[config.mk]
export PLATFORM = sky130hd
export DESIGN_NAME = board_mem
export DESIGN_NICKNAME = d
export VERILOG_FILES = /design/src/rtl/board_mem.sv
export SDC_FILE = /design/constraint.sdc
export NUM_CORES = 1
export LEC_CHECK = 0
export BUFFER_PORTS_ARGS = -buffer_cell sky130_fd_sc_hd__buf_4
export CAP_MARGIN = 20
export CORE_MARGIN = 3
export CORE_UTILIZATION = 35
export CTS_CLUSTER_SIZE = 28
export DETAILED_ROUTE_END_ITERATION = 8
export PLACE_DENSITY = 0.52
export SYNTH_ARGS = -nofsm -noshare
export SYNTH_HDL_FRONTEND = slang
export SYNTH_SLANG_ARGS = --single-unit
[constraint.sdc]
create_clock -name CLOCK_50 -period 4.8 [get_ports CLOCK_50]
set_clock_uncertainty 0.05 [all_clocks]
set_input_delay 0.96 -clock CLOCK_50 [delete_from_list [all_inputs] [get_ports CLOCK_50]]
set_output_delay 0.96 -clock CLOCK_50 [all_outputs]
set_load 0.01 [all_outputs]
[src/rtl/board_mem.sv]
// Playfield storage for a 10 x 20 falling-block game, with a line-clear engine.
// Two combinational read ports (game logic and display) see the same storage.
// The clear engine scans from the bottom row upward. Each full row it finds is
// removed by shifting every row above it down by one. The engine then rescans
// the same row position, because a new row has just dropped into it.
module board_mem (
  input  logic       CLOCK_50,
  input  logic       resetn,
  input  logic       board_we,
  input  logic [3:0] board_wx,
  input  logic [4:0] board_wy,
  input  logic       board_wdata,
  input  logic [3:0] board_rx,
  input  logic [4:0] board_ry,
  output logic       board_rdata,
  input  logic [3:0] vga_x,
  input  logic [4:0] vga_y,
  output logic       vga_cell,
  input  logic       clear_start,
  output logic       clear_busy,
  output logic       clear_done,
  output logic [4:0] lines_cleared
);

  typedef enum logic [1:0] {IDLE, SCAN, SHIFT, DONE} state_t;

  state_t     state;
  state_t     state_next;
  logic [9:0] rows [20];
  logic [4:0] scan_row;
  logic [4:0] dst;
  logic [4:0] count;
  logic [9:0] rd_row;
  logic [9:0] vga_row;
  logic [9:0] scan_bits;
  logic       scan_full;

  // Row selection for both read ports and the scanner; out-of-range rows read as zero
  always_comb begin
    rd_row    = '0;
    vga_row   = '0;
    scan_bits = '0;
    for (int r = 0; r < 20; r++) begin
      if (board_ry == 5'(r)) rd_row = rows[r];
      if (vga_y == 5'(r)) vga_row = rows[r];
      if (scan_row == 5'(r)) scan_bits = rows[r];
    end
    scan_full = (scan_bits == 10'h3FF);
  end

  // Column selection; an out-of-range column never matches, so it reads as zero
  always_comb begin
    board_rdata = 1'b0;
    vga_cell    = 1'b0;
    for (int c = 0; c < 10; c++) begin
      if (board_rx == 4'(c)) board_rdata = rd_row[c];
      if (vga_x == 4'(c)) vga_cell = vga_row[c];
    end
  end

  // Cell storage: shifting rows down during a clear, otherwise single-cell writes when idle
  always_ff @(posedge CLOCK_50) begin
    if (!resetn) begin
      for (int r = 0; r < 20; r++) rows[r] <= '0;
    end else if (state == SHIFT) begin
      if (dst == 5'd0) rows[0] <= '0;
      for (int r = 1; r < 20; r++) begin
        if (dst == 5'(r)) rows[r] <= rows[r-1];
      end
    end else if (board_we && !clear_busy) begin
      for (int r = 0; r < 20; r++) begin
        for (int c = 0; c < 10; c++) begin
          if (board_wy == 5'(r) && board_wx == 4'(c)) rows[r][c] <= board_wdata;
        end
      end
    end
  end

  // Engine state register
  always_ff @(posedge CLOCK_50) begin
    if (!resetn) state <= IDLE;
    else         state <= state_next;
  end

  // Engine next-state and status outputs
  always_comb begin
    state_next = state;
    clear_busy = 1'b0;
    clear_done = 1'b0;
    case (state)
      IDLE: begin
        if (clear_start) state_next = SCAN;
      end
      SCAN: begin
        clear_busy = 1'b1;
        if (scan_full)               state_next = SHIFT;
        else if (scan_row == 5'd0)   state_next = DONE;
      end
      SHIFT: begin
        clear_busy = 1'b1;
        if (dst == 5'd0) state_next = SCAN;
      end
      DONE: begin
        clear_done = 1'b1;
        state_next = IDLE;
      end
      default: state_next = IDLE;
    endcase
  end

  // Engine bookkeeping: scan position, shift destination, running and reported line counts
  always_ff @(posedge CLOCK_50) begin
    if (!resetn) begin
      scan_row      <= '0;
      dst           <= '0;
      count         <= '0;
      lines_cleared <= '0;
    end else begin
      case (state)
        IDLE: begin
          if (clear_start) begin
            scan_row <= 5'd19;
            count    <= '0;
          end
        end
        SCAN: begin
          if (scan_full)              dst      <= scan_row;
          else if (scan_row != 5'd0)  scan_row <= scan_row - 5'd1;
        end
        SHIFT: begin
          if (dst != 5'd0) dst   <= dst - 5'd1;
          else             count <= count + 5'd1;
        end
        DONE: begin
          lines_cleared <= count;
        end
        default: ;
      endcase
    end
  end

endmodule
# == After elaboration in Yosys (flattened, before gate mapping) ==
# Memory sizes are Yosys's and may differ from the RTL's.
# Index checks and enable logic that the tools add are counted.
# word_totals
wordCells,1982
memories,1
ramBits,200
register_bits,22
input_bits,32
out_inout_bits,9
# classes
addsub,3
reduce_logical,221
bitwise_logic,220
n_mux,1398
eq_ne,134
# memory_table
name,words,width,rd,rd_clocked_by_memory_dff,wr,line,rtl
rows,20,10,20,0,20,29,logic [9:0] rows [20];
# ops
operator,count
2-to-1 mux 1 bit,1303
2-to-1 mux 10 bit,80
bitwise OR 1 bit,220
logical AND 1 bit,201
"== test 5 x 4 -> 1 bit, second input constant",40
"== test 5 x 3 -> 1 bit, second input constant",20
"== test 5 bit, second input constant",20
"== test 5 x 2 -> 1 bit, second input constant",10
"== test 4 x 3 -> 1 bit, second input constant",12
2-to-1 mux 5 bit,7
case mux 5 bit (2 select lines),3
"== test 5 x 1 -> 1 bit, second input constant",5
logical NOT 5 bit,5
"== test 4 x 2 -> 1 bit, second input constant",6
"== test 4 bit, second input constant",6
"== test 4 x 1 -> 1 bit, second input constant",3
logical NOT 4 bit,3
"== test 10 bit, second input constant",1
"inequality test 2 bit, second input constant",5
nonzero test 5 bit,2
"subtractor 5 x 1 -> 5 bit, second input constant",2
AND reduction 3 bit,3
2-to-1 mux 2 bit,4
case mux 2 bit (4 select lines),1
other kinds (10),14

# == Longest topological paths before layout ==
# logic_depth
ltp_word,31
ltp_mapped,15
ltp_nobuf,11

# == Worst setup path before layout ==
# Ideal clock, no wire load.
# synth_timing
path_type,input port to output port
from,in vga_y[1]
to,out vga_cell
arrival_time_ns,3.169
n_path_buf,4
setup_slack_ns,0.621
t_required_ns,3.790
path_stages,10
path_cell_list,clkbuf_1 buf_1 clkbuf_1 buf_1 nand4b_1 o21ai_0 o31ai_1 a31oi_1 o211ai_1 a221o_1
# synth_via
elab_chain_len,31
word_cells_on_any_way,50
classes_between,19 x eq/ne; 30 x mux; 1 x reduce/logical
# synth_lines
element,line,rtl
from (decl),17,"input logic [4:0] vga_y,"
logical NOT 5 bit,45,if (vga_y == 5'(r)) vga_row = rows[r];
2-to-1 mux 10 bit (19 in a row),45,
2-to-1 mux 10 bit *,45,
2-to-1 mux 1 bit (9 in a row),57,if (vga_x == 4'(c)) vga_cell = vga_row[c];
2-to-1 mux 1 bit *,57,
to (decl),18,"output logic vga_cell,"
# Every way passes the cells marked *; elsewhere a longest branch is shown, timed or not.

# == Final worst setup path ==
# Ends and elaborated chain as after synthesis.

==> qor.csv <==
stage,metric,value,unit
yosys,ys_seq_area_share,36.3,%
cts,clk_latency,0.56,ns
placed_design,gp_congestion,1.01,
timing,fin_crit_sh,98.2,%
yosys,synth.avg_cell_area,7.77,um2
worst_setup_path,critPathCaptureType,primary output,
yosys,synthCells,2284,
floorplan,die_w,231,um
route,avgViaCountPerCell,6.89,
cells_and_area,fin_nets,2364,
yosys,synth_edf_count,200,
yosys,synth.top_cells.by_area,"edfxtp_1, o21ai_0, nand2_1",
grt,grtUsageTotal,37.9,%
floorplan,coreArea,49600,um2
floorplan,die_h,231,um
worst_setup_path,r2r-end,dst[4],
yosys,synth.cell_area,17700,um2
cts,cts_buffers,25,
worst_setup_path,crit_arrival,3.70,ns
route,route.detailed.drc,0,
yosys,synth_nets,2331,
yosys,synth_flop_cell,edfxtp_1,
worst_setup_path,crit_type,in -> out,
route,wl_per_cell,35.0,um
power,ir_drop,285,uV
timing,hold_viol_final,0,
timing,fin_tns_setup,0,ns
cells_and_area,area_delta_synth_final,13.8,%
worst_setup_path,crit_fanout,18,
yosys,synthArstFlopShare,0,%
cells_and_area,design_area,20200,um2
floorplan,dieArea,53400,um2
yosys,synth.top_cell.area_share,33.8,%
outcome,status,finished clean,
timing,setup_violations,0,
yosys,yosysUniqueCellTypes,92,
placed_design,portBuffers,40,
cts,cts_setup_buffers,0,
worst_hold_path,hp-class,reg -> reg,
worst_setup_path,crit_start,vga_y[1],
yosys,ys_ff_latch,222,
yosys,yosysWarningCount,0,
worst_setup_path,reg2reg_depth,13,
run,cap_violations,0,
cts,clkSlewWorstSetupHoldPaths,0.05,ns
worst_setup_path,rrSetupSlack,0.51,ns
cts,h-tree-depth,1,
floorplan,start_util,35.8,%
grt,grt_overflow,0,
route,first_iter_violations,3052,
route,wirelength,105000,um
timing,tightest_slew,1.02,ns
placed_design,placed_cell_area,19400,um2
power,power_density,361,nW/um2
timing,max_freq,212,MHz
worst_setup_path,cp-endpoint,vga_cell,
timing,max_slew_margin,31.6,%
yosys,synth_top_area_cell,edfxtp_1,
grt,grt_pass1_vias,19006,
route,ant_nets,0,
cells_and_area,layout-drive-gt1-share,12.8,%
grt,grt_max_degree,52,
route,vias,20660,
route,drt-pass1-iter-count,8,
cts,cts.sinks,222,
worst_setup_path,reg2reg_from,scan_row[0],
power,fin_total_pwr,0.00729,W
worst_setup_path,required,3.79,ns
timing,finalMaxSlewViolations,0,
cells_and_area,fillerInstances,5120,
grt,grt_antenna_before_repair,7,
timing,fin_crit,4.71,ns
power,power.leakage,6.70,nW
grt,grt_pass1_wl,145000,um
cts,cts_hold_buf,0,
floorplan,rows,81,
cts,cts_tree,yes,
floorplan,pin_count,41,
placed_design,dp_hpwl,79700,um
timing,rsz0062_at_grt,no,
worst_setup_path,critPathLaunchType,input pin,
cts,clk_path_buf_depth,3,
cts,cts_root_buffer,clkbuf_16,
repair_timing:
action	in CTS	in global routing
setup endpoints to repair	1	2
pin swaps	0	0
resized for setup	1	5
layout make-up:
type	count	area (um2)	area share, %
multi-input cells	1807	10300	51.2
flip-flops and latches	222	6450	31.9
repair buffers	215	1670	8.28
well taps	664	831	4.11
clock buffers	31	648	3.21
inverters	46	173	0.855
clock inverters	12	83.8	0.415
diodes	3	7.51	0.0372
cell usage in the layout (no fill, tap or decap), types with 12 or more instances in the layout:
master	count
mux2_2	14
o221ai_1	14
a21oi_1	145
nor2b_1	38
dfxtp_1	22
o211ai_1	16
and3_1	12
nand2b_1	26
and2_1	12
o21ai_0	487
a211oi_1	23
nor3b_1	19
nand4_1	18
inv_1	44
nand3_1	56
buf_4	211
edfxtp_1	200
mux2i_1	30
a21o_1	13
a221oi_1	14
o22ai_1	47
clkbuf_16	25
ha_1	13
o32ai_1	13
a22oi_1	32
a31oi_1	21
nor2_1	154
nor3_1	37
nand2_1	329
synthesized netlist by cell type, drive strengths merged, types with 15 or more instances:
master,count
ha,15
edfxtp,200
buf,34
dfxtp,22
mux2i,30
nand4,18
o21ai,489
nand2,329
nor3b,20
o22ai,47
nand3,56
inv,44
o211ai,16
clkbuf,175
nor2b,38
a22oi,32
nor2,154
a21oi,145
a211oi,24
a31oi,21
nor3,40
nand2b,26
layer usage:
layer / track usage, % / up-vias / wire length, um / share of wire (%)
met2: 55.5 / 1525 / 43500 / 41
li1: - / 8660 / - / -
met5: 0.368 / - / 71 / 0.068
met3: 10.6 / 257 / 13700 / 13
met1: 53.6 / 10210 / 43700 / 42
met4: 13.2 / 8 / 4200 / 4.0
through the flow:
stage | cells | setup WS (ns) | hold WS, ns | util [%]
final | 3000 | 0.0871 | 0.451 | 40.8
after global routing | 2997 | 0.00777 | 0.478 | 40.7
after CTS | 2997 | 0.112 | 0.457 | 40.7
after detailed placement | 2954 | -0.0236 | 0.434 | 39.2
after global placement | 2952 | -0.0382 | 0.428 | 39.2
after floorplan | 2284 | 0.621 | 0.429 | -
worst min path at each step:
stage          cells after the start                to        startpoint
6_report                           2  lines_cleared[4]  lines_cleared[4]
5_1_grt                            2  lines_cleared[2]  lines_cleared[2]
4_1_cts                            2  lines_cleared[4]  lines_cleared[4]
3_5_place_dp                       2  lines_cleared[4]  lines_cleared[4]
3_3_place_gp                       2  lines_cleared[4]  lines_cleared[4]
2_1_floorplan                      2          count[4]          count[4]
kinds of logic after synthesis:
group	share of synthesized area, %
AOI/OAI and AO/OA	32.5
xor gates and xnor gates	0.247
adders and majority gates	1.06
buffers and inverters	5.56
DFF	36.3
muxes	2.96
and+or+nand+nor	21.4
flip-flops by register name (all words and copies together), names as in the netlist:
| name | cells |
|---|---|
| scan_row | 5 |
| state | 2 |
| lines_cleared | 5 |
| dst | 5 |
| count | 5 |
| rows | 200 |
where the power goes:
part	switching, W	leakage, nW	internal, W
Sequential	0.000312	2.24	0.00224
Combinational	0.00192	4.10	0.00102
Clock	0.000804	0.362	0.00100
Total	0.00303	6.70	0.00426
critical path, cell delays in order:
cell	delay (ns)
buf_4	0.18
nor3_1	0.48
nand3_1	0.42
buf_4	0.28
o22ai_1	0.27
a31oi_1	0.17
o31ai_1	0.30
o211ai_1	0.12
a221o_1	0.35
buf_4	0.14
No activity file was read; power rests on OpenSTA's default activity.
